==> src/rtl/mips_pkg.sv <==
// Types and constants shared by the MIPS instruction-fetch stage.
package mips_pkg;

    typedef enum logic [1:0] {
        BOOT  = 2'd0,
        RUN   = 2'd1,
        STALL = 2'd2,
        HALT  = 2'd3
    } if_state_e;

    localparam logic [31:0] RESET_PC  = 32'h0000_0000;
    localparam logic [31:0] HALT_WORD = 32'hFFFF_FFFF;
    localparam logic [31:0] NOP_WORD  = 32'h0000_0000;
    localparam logic [31:0] PC_INC    = 32'd4;

endpackage

==> src/rtl/pc_reg.sv <==
// Program-counter register: synchronous active-low reset, enable, and a load
// that selects an external target instead of the sequential increment.
module pc_reg
    import mips_pkg::*;
#(
    parameter logic [31:0] RESET_PC = mips_pkg::RESET_PC
) (
    input  logic        clk,
    input  logic        rst_n,
    input  logic        en,
    input  logic        load,
    input  logic [31:0] load_pc,
    output logic [31:0] pc
);

    logic [31:0] pc_q;
    logic [31:0] pc_d;

    always_comb begin
        pc_d = load ? load_pc : (pc_q + PC_INC);
    end

    always_ff @(posedge clk) begin
        if (!rst_n) begin
            pc_q <= RESET_PC;
        end else if (en) begin
            pc_q <= pc_d;
        end
    end

    assign pc = pc_q;

endmodule

==> src/rtl/instruction_fetch.sv <==
// IF stage: owns the PC, presents the fetched word and PC+4 to IF/ID, and
// handles stall, redirect squash, halt detection and a retired-fetch counter.
module instruction_fetch
    import mips_pkg::*;
#(
    parameter logic [31:0] RESET_PC  = mips_pkg::RESET_PC,
    parameter logic [31:0] HALT_WORD = mips_pkg::HALT_WORD,
    parameter logic [31:0] NOP_WORD  = mips_pkg::NOP_WORD
) (
    input  logic        clk,
    input  logic        rst_n,
    input  logic        stall,
    input  logic        redirect,
    input  logic [31:0] redirect_pc,
    output logic [31:0] imem_addr,
    input  logic [31:0] imem_rdata,
    output logic [31:0] instruction,
    output logic [31:0] pc_plus4,
    output logic        fetch_valid,
    output logic        halted,
    output logic [31:0] fetch_count
);

    if_state_e   state_q;
    logic [31:0] fetch_count_q;
    logic [31:0] pc;
    logic        active;
    logic        is_halt_word;
    logic        pc_en;
    logic        pc_load;

    assign active       = (state_q == RUN) || (state_q == STALL);
    assign is_halt_word = (imem_rdata == HALT_WORD);

    // Redirect wins over stall and halt; otherwise the PC only moves on an
    // unstalled, non-halt word.
    assign pc_load = active && redirect;
    assign pc_en   = active && (redirect || (!stall && !is_halt_word));

    pc_reg #(
        .RESET_PC (RESET_PC)
    ) u_pc_reg (
        .clk     (clk),
        .rst_n   (rst_n),
        .en      (pc_en),
        .load    (pc_load),
        .load_pc (redirect_pc),
        .pc      (pc)
    );

    always_ff @(posedge clk) begin
        if (!rst_n) begin
            state_q       <= BOOT;
            fetch_count_q <= 32'd0;
        end else begin
            case (state_q)
                BOOT: state_q <= RUN;
                RUN, STALL: begin
                    if (redirect) begin
                        state_q <= RUN;
                    end else if (stall) begin
                        state_q <= STALL;
                    end else if (is_halt_word) begin
                        state_q <= HALT;
                    end else begin
                        state_q <= RUN;
                    end
                end
                default: state_q <= HALT;
            endcase
            if (fetch_valid && !stall) begin
                fetch_count_q <= fetch_count_q + 32'd1;
            end
        end
    end

    assign fetch_valid = active && !redirect && !is_halt_word;
    assign instruction = fetch_valid ? imem_rdata : NOP_WORD;
    assign imem_addr   = pc;
    assign pc_plus4    = pc + PC_INC;
    assign halted      = (state_q == HALT);
    assign fetch_count = fetch_count_q;

endmodule

==> config.mk <==
export PLATFORM = sky130hd
export DESIGN_NAME = instruction_fetch
export DESIGN_NICKNAME = d
export VERILOG_FILES = /design/src/rtl/mips_pkg.sv /design/src/rtl/pc_reg.sv /design/src/rtl/instruction_fetch.sv
export SDC_FILE = /design/constraint.sdc
export NUM_CORES = 1
export LEC_CHECK = 0
export ABC_CLOCK_PERIOD_IN_PS = 5500
export BUFFER_PORTS_ARGS = -buffer_cell sky130_fd_sc_hd__buf_2
export CORE_ASPECT_RATIO = 0.9
export CORE_MARGIN = 3
export CORE_UTILIZATION = 52
export CTS_BUF_LIST = sky130_fd_sc_hd__clkbuf_8
export DETAILED_ROUTE_END_ITERATION = 8
export PLACE_DENSITY = 0.92
export SETUP_SLACK_MARGIN = 0.05
export SLEW_MARGIN = 20
export SYNTH_ARGS = -nofsm -noshare
export SYNTH_HDL_FRONTEND = slang
export SYNTH_SLANG_ARGS = --single-unit
==> constraint.sdc <==
create_clock -name clk -period 5.5 [get_ports clk]
set_input_delay 0 -clock clk [delete_from_list [all_inputs] [get_ports clk]]
set_output_delay 0 -clock clk [all_outputs]
set_load 0.05 [all_outputs]
# Word level (Yosys, flattened, before mapping)
# Cells that the tools add are included.
dict set report totals {
  reg_bits 66
  inputBits 68
  out_inout_bits 130
  elab_cells 28
}
dict set report classes {
  add_sub_neg 2
  n_eq_ne 4
  n_mux 6
  n_reduce_logical 13
}
# op n
set op_table {}
lappend op_table {{$mux W32} 2}
lappend op_table {{$add A32 B1 Y32 const B} 1}
lappend op_table {{$add A32 B3 Y32 const B} 1}
lappend op_table {{$eq A32 B32 Y1 const B} 1}
lappend op_table {{$logic_and A1 B1 Y1} 6}
lappend op_table {{$mux W2} 3}
lappend op_table {{$eq A2 B2 Y1 const B} 2}
lappend op_table {{$pmux W2 S2} 1}
lappend op_table {{$logic_not A1 Y1} 3}
lappend op_table {{$eq A2 B1 Y1 const B} 1}
lappend op_table {{$logic_not A2 Y1} 1}
lappend op_table {{$logic_or A1 B1 Y1} 2}
lappend op_table {{$reduce_or A2 Y1} 1}

# Logic depth before layout (Yosys ltp)
# Gate-level depths: netlist (run 1).
dict set report logic_depth {
  word_depth 5
  mapped_depth 9
}

# By module
# From an unflattened synthesis (run 1), not the netlist that was laid out.
dict set report unflattened {
  hier_cells 614
  hier_area_um2 4707.0
}
# mod instances cells_per_inst area_each_um2 seq_area_each_um2
set modules_own_cells {}
lappend modules_own_cells {instruction_fetch 1 340 2651.3 680.7}
lappend modules_own_cells {pc_reg 1 274 2055.7 640.6}

# Worst setup path before layout (run 1)
# No wires, ideal clock.
dict set report synth_path {
  path_kind {register to register}
  from {reg u_pc_reg.pc_q[12], in the netlist u_pc_reg.pc[12]}
  to {reg u_pc_reg.pc_q[29], in the netlist u_pc_reg.pc[29]}
  setup_ps 61
  arrival_time_ps 2957
  required_ps 5439
  setup_slack_ps 2482
  path_stages_with_launch 6
  path_buffers 0
  period_less_slack_ps 3018
  cell_sequence {dfxtp_1 nand4_1 nor4_4 nand4_1 xnor2_1 o211a_1}
}
dict set report synth_via {
  elab_chain_cells 2
}
# item line
set synth_rtl {}
lappend synth_rtl {{start: declaration} pc_reg.sv:16} ;# logic [31:0] pc_q;
lappend synth_rtl {{start signal: assignment} pc_reg.sv:27} ;# pc_q <= pc_d;
lappend synth_rtl {{$add A32 B3 Y32} --}
lappend synth_rtl {{named net pc_plus4[29]} instruction_fetch.sv:18} ;# output logic [31:0] pc_plus4,
lappend synth_rtl {{$mux W32} pc_reg.sv:20} ;# pc_d = load ? load_pc : (pc_q + PC_INC);
# The timed path passes the listed nets, and every way through them passes these cells.
# A chain may end at the register's enable or synchronous reset.

# Worst setup path in the final report (run 1)
dict set report layout_path {
  from {reg u_pc_reg.pc_q[12], in the netlist u_pc_reg.pc[12]}
  to {out pc_plus4[23]}
}
dict set report layout_via {
  elab_chain_cells 1
}
# item line
set layout_rtl {}
lappend layout_rtl {{$add A32 B3 Y32} instruction_fetch.sv:80} ;# assign pc_plus4 = pc + PC_INC;
lappend layout_rtl {{end: declaration} instruction_fetch.sv:18}
# Every way passes these cells.

==> impl_metrics.ini, run 1 <==
[power_and_ir_drop]
p_seq_share_pct = 25.1
powerDensity_nw_per_um2 = 551
pwr-share-comb_pct = 61.7
intPower_uw = 1240
p_sw_share_pct = 58.6
p_clk_share_pct = 13.2
leakage_uw = 0.00272
peakVddDrop_mv = 0.260
total_power_uw = 3000
switchingPower_uw = 1760

[global_routing]
use_met3_pct = 7.26
grt_pass1_vias = 4411
grt.overflow.total = 0
met1_usage_pct = 33.2
antenna_found_initial = 0
grtUsageMet2_pct = 48.2
grt_max_degree = 83
busiest_layer = met2
track_usage_pct = 27.9
grt_pass1_wl_microns = 20800

[sta]
tightest_slew_ns = 1.09
slew_headroom_pct = 27.2
hold_viol = 0
min_period_over_period_pct = 48.2
slew_violations = 0
setup_violations = 0
fin_worst_skew_ns = 0.00998
setup_tns_ns = 0
period_minus_slack_ns = 2.65
rsz0062_at_grt = false
fmax_ghz = 0.377
fin_hold_ws_ns = 0.0185

[hold_path]
hold_start = redirect_pc[25]
hp-class = input port to flip-flop

[floorplanning]
die_w_microns = 100
die-height_microns = 90.7
fp-row-count = 30
pin_count = 198
die-area_sq_um = 9080
coreArea_sq_um = 7660
initial_core_util_pct = 54.1

[yosys]
ys_ff_latch = 66
yosysUniqueCellTypes = 51
syn_nets = 577
synth-edff-count = 0
ys_warn_count = 0
synth.area.top_cells = dfxtp_1 (32%), mux2i_1 (5.8%), and2_1 (5.4%)
post_synth.cell_area_avg_sq_um = 8.21
yosys.area.top_type = dfxtp_1
synth_top_cell_area_share_pct = 31.9
ys.flop_type = dfxtp_1
syn_inst = 505
synth.yosys.seq_area_share_pct = 31.9
netlist_area_sq_um = 4140
synth_common_cells = dfxtp_1 (66), nand2_1 (48), and2_1 (36)
synth-async-reset-ratio_pct = 0
yosysMostFrequentCell = dfxtp_1

[clock_network]
path_clk_slew_ns = 0.08
cts.sinks = 66
postCtsSetupBuffers = 0
cts_tree = done
cts-root-buf = clkbuf_8
clk_latency_ns = 0.34
h-tree-depth = 3
clk_path_buf_depth = 2
cts_buffers = 9

[critical_path]
cp.required_ns = 5.50
path_max_fanout = 10
cp.arrival_ns = 2.65
end_kind = output port
crit_start = u_pc_reg.pc[12]
timing.rr.start = state_q[0]
startpoint_type = flip-flop
worstSetupPathType = flip-flop to output port

[route]
postRouteWirelength_microns = 13300
initialDrtViolationCount = 290
route.detailed.drc = 0
vias = 4686
via_per_inst = 5.87
dr.pass1.iters = 4
routedWlPerCell_microns = 16.7
ant_nets = 0

[layout]
area_delta_synth_final_pct = 31.5
multiInputGateArea_sq_um = 2630
seq_area_sq_um = 1320
stdcell_area_sq_um = 5450
n_antenna_cell = 0
fin_nets = 769
drive_above_1_share_pct = 32.9
fillers = 610

[place]
placed_area_sq_um = 5150
gp_congestion = 0.925
dp_hpwl_microns = 9460
port_buffers = 197

[run_status]
status = completed

[run]
cap_violations = 0
==> worst max-delay path, stage by stage (launching register included) <==
cell,delay [ns]
dfxtp_1,0.49
nand4_1,0.31
nor4_4,0.70
and4_1,0.36
xnor2_1,0.15
buf_2,0.29
==> path summary, 6_finish.rpt <==
kind,end,slack [ns],cells past startpoint
worst max-delay path,pc_plus4[23],2.85,5
worst min-delay path,u_pc_reg.pc[25],0.02,4
worst max register to register,fetch_count[31],3.10,7
worst min register to register,u_pc_reg.pc[1],0.48,2
==> routing by layer <==
layer / routed length [microns] / share of wire [%] / up-vias
met1: 5140 / 39 / 2185
met2: 6690 / 50 / 256
li1: - / - / 2211
met5: 0 / 0 / -
met3: 1250 / 9.4 / 34
met4: 239 / 1.8 / 0
==> what timing repair did <==
item,in CTS,in global routing
endpoints found under the hold margin,11,0
resized for setup,0,0
hold buffers,11,0
==> cell type report <==
class / count / area share, %
sequential: 66 / 24.2
timing repair buffer: 212 / 20.7
tap: 96 / 2.20
clock inverter: 7 / 1.15
clock buffer: 9 / 2.27
multi-input combinational: 391 / 48.3
inverter: 17 / 1.17
==> per-stage QoR <==
stage / util, % / worst slack (ns) / instances
after CTS: 71.1 / 2.84 / 798
final: 71.2 / 2.85 / 798
after global routing: 71.2 / 2.72 / 798
after detailed placement: 67.2 / 3.03 / 771
after global placement: 67.2 / 3.13 / 771
after floorplan: - / 2.48 / 505
==> cell usage in the layout (no fill, tap or decap), types with 6 or more instances in the layout <==
cell           instances
o211a_1                7
o21ai_0               23
buf_2                197
nand2b_1              26
nand2_1               48
nand3_1               24
nor2_1                26
and4_1                10
a21oi_1                9
nor3_1                12
o22ai_1                6
clkbuf_8               9
and3_1                10
mux2i_1               24
xor2_1                 9
or3_1                  7
dfxtp_1               66
inv_1                 19
dlygate4sd3_1         11
xnor2_1               23
and2_1                36
a311oi_1               6
a211oi_1              14
nand4_1               21
==> power by group through the flow <==
stage | logic (uW) | registers (uW) | clock network [uW]
floorplan | 1090 | 1100 | 0
global placement | 1800 | 746 | 0
detailed placement | 1840 | 755 | 0
CTS | 1850 | 746 | 403
global route | 1940 | 770 | 426
finish | 1850 | 752 | 396
==> logic make-up after synthesis <==
logic type | Yosys count | synth area share [%]
buf+inv | 48 | 4.95
fa+ha+maj | 4 | 1.21
xor+xnor | 32 | 6.76
simple gates | 235 | 32.5
compound gates | 96 | 16.9
flops | 66 | 31.9
mux | 24 | 5.80
No activity file was read; power rests on OpenSTA's default activity.
==> run 2, diff against run 1 <==
ABC_CLOCK_PERIOD_IN_PS = 2560   (was 5500)
CORE_UTILIZATION = 48   (was 52)
PLACE_DENSITY = 0.86   (was 0.92)
clock period = 2.56 ns   (was 5.5 ns; I/O delays follow)
==> run 2 against run 1 <==
Via count is 2.3% higher; critical endpoint is now pc_plus4[13]; register-to-register slack worse by 2.8 ns; wire length is 4.5% higher; critical path type unchanged; core utilization is 1.7 points lower; largest power group unchanged.
==> impl_metrics.ini, run 2 (synthesis gave the netlist of run 1 again) <==
[clock_network]
h-tree-depth = 3
cts_buffers = 9
cts.sinks = 66
clk_path_buf_depth = 2
path_clk_slew_ns = 0.08
cts-root-buf = clkbuf_8
clk_latency_ns = 0.34
cts_tree = done

[global_routing]
grt.overflow.total = 0
grt_max_degree = 82
antenna_found_initial = 1
grt_pass1_vias = 4534
grt_pass1_wl_microns = 22000
track_usage_pct = 27.3

[place]
gp_congestion = 0.883
dp_hpwl_microns = 10100
dp_slack_ns = 0.320
port_buffers = 197
placed_cells = 798

[hold_path]
hp-class = input port to flip-flop

[layout]
seq_area_sq_um = 1330
multiInputGateArea_sq_um = 2760
fin_nets = 780
fillers = 640
final_cell_mix = buf_2 (197), dfxtp_1 (60), nand2_1 (48), and2_1 (36)
layoutNonFillerInstCount = 829
area_delta_synth_final_pct = 37.9
layout_commonest_cell = buf_2
drive_above_1_share_pct = 36.0
utilization_pct = 69.5

[floorplanning]
initial_core_util_pct = 50.4
die-height_microns = 94.1
die-area_sq_um = 9790
die_w_microns = 104
coreArea_sq_um = 8220
pin_count = 198
fp-row-count = 31

[power_and_ir_drop]
powerDensity_nw_per_um2 = 1160
peakVddDrop_mv = 0.675
leakage_uw = 0.00285

[critical_path]
regToRegEndpoint = fetch_count[18]
r2r_slack_ns = 0.27
timing.rr.start = state_q[0]
worstSetupPathType = flip-flop to output port
startpoint_type = flip-flop
path_max_fanout = 7
end_kind = output port
crit_end = pc_plus4[13]
cp.required_ns = 2.56
crit_start = u_pc_reg.pc[7]
cp.arrival_ns = 2.39
reg2regPathDepth = 7

[sta]
tightest_slew_ns = 0.856
worst_slack_ns = 0.170
slew_violations = 0
fmax_ghz = 0.418
slew_headroom_pct = 42.9
fin_worst_skew_ns = 0.00881
setup_violations = 0
min_period_over_period_pct = 93.4
rsz0062_at_grt = false
hold_viol = 0
period_minus_slack_ns = 2.39
setup_tns_ns = 0

[route]
vias = 4793
initialDrtViolationCount = 266
via_per_inst = 5.78
route.detailed.drc = 0
routedWlPerCell_microns = 16.8
ant_nets = 0
postRouteWirelength_microns = 13900
dr.pass1.iters = 4

[run]
cap_violations = 0

[run_status]
status = completed
[run 2: changes by cell type in the layout (fill, tap and decap cells not counted), sizes merged]
| cell | change |
|---|---|
| diode | +1 |
| dlygate4sd3 | +2 |
| buf | +9 |
[run 2: metrics by stage]
stage               hold slack [ns]  instance area [sq um]  power (uW)
finish                       0.0129                   5720        6650
global route                0.00271                   5720        6950
CTS                        0.000741                   5710        6650
detailed placement            0.250                   5390        5780
global placement              0.246                   5390        5710
floorplan                     0.136                   4290        4850
[run 2: report_power, final]
group	internal [uW]	total (uW)	switching [uW]
logic	1070	4130	3060
registers	1280	1670	390
clock network	439	849	409
[run 2: how the worst min path moves through the flow]
| stage | start | to | slack, ns | cells past startpoint |
|---|---|---|---|---|
| 2_1_floorplan | redirect_pc[0] | u_pc_reg.pc[0] | 0.14 | 2 |
| 3_3_place_gp | redirect_pc[0] | u_pc_reg.pc[0] | 0.25 | 3 |
| 3_5_place_dp | redirect_pc[0] | u_pc_reg.pc[0] | 0.25 | 3 |
| 4_1_cts | redirect_pc[31] | u_pc_reg.pc[31] | 0.0007 | 3 |
| 5_1_grt | redirect_pc[4] | u_pc_reg.pc[4] | 0.003 | 3 |
| 6_report | redirect_pc[27] | u_pc_reg.pc[27] | 0.01 | 4 |
[run 2: layout make-up]
cell class	count	share of cell area (%)
timing repair buffer	223	21.5
inverter	17	1.12
multi-input combinational	391	48.4
clock buffer	9	2.17
sequential	66	23.2
clock inverter	7	1.09
antenna	1	0.0438
tap	115	2.52
[run 2: repair_timing]
action,CTS,global route
endpoints found under the hold margin,13,0
endpoints found under the setup margin,0,6
resized for setup,0,0
hold buffers,13,0
setup buffers,0,1
[run 2: routing by layer]
metal,vias to the layer above,GRT usage (%),wire [microns]
li1,2227,-,-
met1,2246,31.1,5260
met2,276,48.4,7050
met3,44,6.12,1010
met4,0,13.6,582
met5,-,0,0
[run 2: critical path, cell delays in order (launching register included)]
cell,delay [ns]
dfxtp_1,0.44
nand3_1,0.22
buf_4,0.22
nor3_1,0.40
and3_1,0.30
xnor2_1,0.16
buf_2,0.31
